## config.mk

```make
export PLATFORM = sky130hd
export DESIGN_NAME = bcd_updown_counter
export DESIGN_NICKNAME = d
export VERILOG_FILES = /design/src/rtl/bcd_updown_counter.sv
export SDC_FILE = /design/constraint.sdc
export NUM_CORES = 1
export LEC_CHECK = 0
export CAP_MARGIN = 0
export CORE_UTILIZATION = 49
export CTS_CLUSTER_DIAMETER = 60
export DETAILED_ROUTE_END_ITERATION = 16
export PLACE_DENSITY_LB_ADDON = 0.3
export RECOVER_POWER = 25
export SLEW_MARGIN = 40
export SYNTH_ARGS = -nofsm -noshare
export SYNTH_HDL_FRONTEND = slang
export SYNTH_SLANG_ARGS = --single-unit
export TNS_END_PERCENT = 50
```

## constraint.sdc

```tcl
create_clock -name clk -period 2.5 [get_ports clk]
set_input_delay 0.375 -clock clk [delete_from_list [all_inputs] [get_ports clk]]
set_output_delay 0.375 -clock clk [all_outputs]
set_load 0.02 [all_outputs]
```

## src/rtl/bcd_updown_counter.sv

```systemverilog
// Synchronous multi-digit BCD up/down counter with enable, parallel load,
// wrap/saturate limit behaviour and a combinational terminal count for cascading.
module bcd_updown_counter #(
  parameter int unsigned DIGITS   = 4,
  parameter int unsigned SATURATE = 0
) (
  input  logic                clk,
  input  logic                reset,
  input  logic                en,
  input  logic                up,
  input  logic                load,
  input  logic [4*DIGITS-1:0] load_val,
  output logic [4*DIGITS-1:0] count,
  output logic                tc,
  output logic                load_err
);

  localparam int unsigned W = 4 * DIGITS;

  logic [W-1:0] count_step;
  logic         at_max;
  logic         at_min;
  logic         load_ok;
  logic         sat_hold;

  // Next count for one enabled step; a digit moves only when all lower digits
  // sit at the rollover value for the current direction.
  always_comb begin : step_logic
    logic       run9;
    logic       run0;
    logic [3:0] digit;
    run9       = 1'b1;
    run0       = 1'b1;
    digit      = 4'd0;
    count_step = count;
    for (int i = 0; i < int'(DIGITS); i++) begin
      digit = count[4*i +: 4];
      if (up) begin
        if (run9) begin
          count_step[4*i +: 4] = (digit == 4'd9) ? 4'd0 : digit + 4'd1;
        end
      end else begin
        if (run0) begin
          count_step[4*i +: 4] = (digit == 4'd0) ? 4'd9 : digit - 4'd1;
        end
      end
      run9 = run9 & (digit == 4'd9);
      run0 = run0 & (digit == 4'd0);
    end
    at_max = run9;
    at_min = run0;
  end

  // A load is accepted only when every digit of load_val is a legal BCD digit.
  always_comb begin : load_check
    load_ok = 1'b1;
    for (int i = 0; i < int'(DIGITS); i++) begin
      if (load_val[4*i +: 4] > 4'd9) begin
        load_ok = 1'b0;
      end
    end
  end

  // In saturate mode a step past the limit in the current direction is suppressed.
  assign sat_hold = (SATURATE != 0) && (up ? at_max : at_min);

  // Terminal count feeds the next stage's enable in a cascade.
  assign tc = en & (up ? at_max : at_min);

  // Count and load-error registers: reset > load > enable.
  always_ff @(posedge clk) begin
    if (reset) begin
      count    <= '0;
      load_err <= 1'b0;
    end else if (load) begin
      if (load_ok) begin
        count    <= load_val;
        load_err <= 1'b0;
      end else begin
        load_err <= 1'b1;
      end
    end else begin
      load_err <= 1'b0;
      if (en && !sat_hold) begin
        count <= count_step;
      end
    end
  end

endmodule

```

==> results.cfg <==
[status]
status = finished clean

[drt]
dr.pass1.iters = 4
drc = 0
drt-wirelength-per-cell_um = 13.9
drt_wl_total_um = 4100
drt_iter0_drc = 89
viasPerCell = 5.80
ant_nets = 0
vias = 1710

[yosys]
synth-seq-area-share_pct = 22.0
synth_edf_count = 0
synth_cells = 210
synthesis.nets = 231
synth_cell_types = 53
ys_seq_elements = 17
syn_area_per_cell_sq_um = 7.38
syn_area_sq_um = 1550
async_flop_share_pct = 0
synth_ff_type = dfxtp_1
yosysWarnings = 0

[placement]
dp_hpwl_um = 2970
dpl_cell_area_sq_um = 2070
io_buffers = 38
globalplace.congestion = 0.903

[sta]
rsz0062_at_grt = false
fin_crit_sh_pct = 92.0
slew-limit-headroom_pct = 48.6
setup-violations-final = 0
finalHoldViolCount = 0
fin_crit_ns = 2.30
fin_tns_setup_ns = 0
maxSlewViolCount = 0
worst_pin_slew_ns = 0.763
fin_skew_ns = 0.00529
fmax_mhz = 435
worst_hold_slack_ns = 0.618

[global_routing]
grt_max_degree = 30
antenna_found_initial = 0
grt_pass1_vias = 1447
grtUsageTotal_pct = 25.4
grt-ovfl-total = 0
grt_pass1_wl_um = 6780

[floorplanning]
dieArea_sq_um = 3390
die_width_um = 58.2
start_util_pct = 51.2
rows = 20
coreArea_sq_um = 3030
ios = 39
die_y_um = 58.2

[hold_path]
hold_class = reg -> reg

[clock_tree]
postCtsHoldBufs = 0
clk_pin_slew_ns = 0.11
root_buffer = clkbuf_4
cts_made_buffers = 3
clock_latency_ns = 0.30
cts.sinks = 17
cts_max_path_buffers = 2
cts.htree.levels = 1
cts_tree = done

[worst_setup_path]
crit_slowest_cell = or4_4
cp-start-kind = flip-flop
r2r_slack_ns = 0.51
crit_buf_inv = 1
cp_data_arrival_time_ns = 1.93
crit_path_max_incr_delay_ns = 0.57
criticalPathCategory = reg -> out
required_ns = 2.12
path_cells = or4_4 -> nor3_2 -> nand4_1 -> a21boi_0 -> clkbuf_2
worstPathMaxFanout = 4
worst_setup_path_end_kind = primary output
critical-path-top-delay-family = simple AND/OR/NAND/NOR gates

[power]
ir_drop_uv = 240
p_per_area_nw_per_um2 = 393
p_leak_nw = 0.811
power_mw = 0.823

[finish]
area_growth_pct = 34.9
fillers = 272
nets = 273
postLayoutCoreUtil_pct = 69.1
final_cell_area_sq_um = 2090
diodes = 0
drive_above_1_share_pct = 15.9

[flow_run]
drv_cap = 0
[cells in the mapped netlist, drive strengths merged (3+ instances only)]
cell | instances | area share (%)
a311oi | 5 | 2.8
a21oi | 13 | 4.2
or3 | 5 | 2.0
o41ai | 4 | 3.2
nand4 | 4 | 1.6
or2 | 6 | 2.4
nand2b | 9 | 3.6
buf | 7 | 2.7
nor3 | 10 | 3.2
dfxtp | 17 | 22
o211ai | 4 | 1.9
o21ai | 12 | 3.9
a21boi | 3 | 2.2
nand3b | 4 | 1.9
a211oi | 3 | 1.5
a31oi | 3 | 1.2
mux2i | 7 | 4.5
nand2 | 8 | 1.9
clkbuf | 18 | 4.4
nor4 | 3 | 1.2
xnor2 | 5 | 2.8
nand3 | 7 | 2.3
inv | 8 | 1.9
nor2 | 12 | 2.9
xor2 | 4 | 2.3
o22ai | 3 | 1.2
[flip-flops by register name, indices dropped and copies added, names as in the netlist]
signal    count
count        16
load_err      1
[path summary, 6_finish.rpt]
kind / from / endpoint / cells after the start
setup / recovery: count[1] / tc / 5
hold reg to reg: count[15] / count[15] / 2
setup reg to reg: count[0] / count[4] / 6
hold / removal: count[15] / count[15] / 2
[power by group]
part | internal (mW) | switching, mW | leakage (nW)
Sequential | 0.289 | 0.0173 | 0.139
Clock | 0.0621 | 0.0941 | 0.0150
Combinational | 0.178 | 0.182 | 0.657
[cell type report]
class                           count  area [sq um]  area share (%)
Timing Repair Buffer               62           566            27.0
Clock buffer                        4          26.3            1.26
Sequential cell                    17           340            16.3
Tap cell                           44          55.1            2.63
Inverter                            8          30.0            1.44
Multi-Input combinational cell    160          1070            51.4
[metrics by stage]
stage,std cells,setup slack [ns]
floorplan,210,0.194
global placement,291,-0.0598
detailed placement,291,-0.0580
CTS,295,0.00490
global route,295,0.0385
finish,295,0.199
[cell families after synthesis]
logic type	synth area share (%)
AO/OA/AOI/OAI	31.7
XOR/XNOR	5.08
buffers and inverters	9.04
flip-flops	22.0
multiplexers	4.52
AND/OR/NAND/NOR	27.7
[metal layers]
metal | track usage (%) | vias up | part of all wire, %
met3 | 2.68 | 8 | 5.1
met5 | 0 | - | 0
met1 | 38.1 | 769 | 48
li1 | - | 868 | -
met2 | 37.6 | 65 | 46
met4 | 8.50 | 0 | 1.4
[cell usage in the layout, fill, tap and decap left out, drive strengths merged, types with 2 or more instances in the layout]
cell	instances
a211oi	3
a21boi	3
a21oi	13
a221o	2
a221oi	2
a311oi	5
a31oi	3
and2	2
buf	23
clkbuf	6
clkdlybuf4s50	31
dfxtp	17
dlygate4sd3	6
inv	8
mux2i	7
nand2	8
nand2b	9
nand3	7
nand3b	4
nand4	4
nand4b	2
nor2	12
nor3	10
nor4	3
o211ai	4
o21ai	12
o21bai	2
o22ai	3
o41ai	4
or2	6
or3	5
or4	2
xnor2	5
xor2	4
[timing repair]
action,in CTS,in global routing
resized for setup,1,4
buffers inserted,0,0
endpoints found under the setup margin,1,1
[worst min-delay path: cells and delay by family (launching register included)]
family / cells / cell delay, ns
flip-flops: 1 / 0.41
multiplexers: 1 / 0.06
AND/OR/NAND/NOR: 1 / 0.11
No activity file was read; power rests on OpenSTA's default activity.
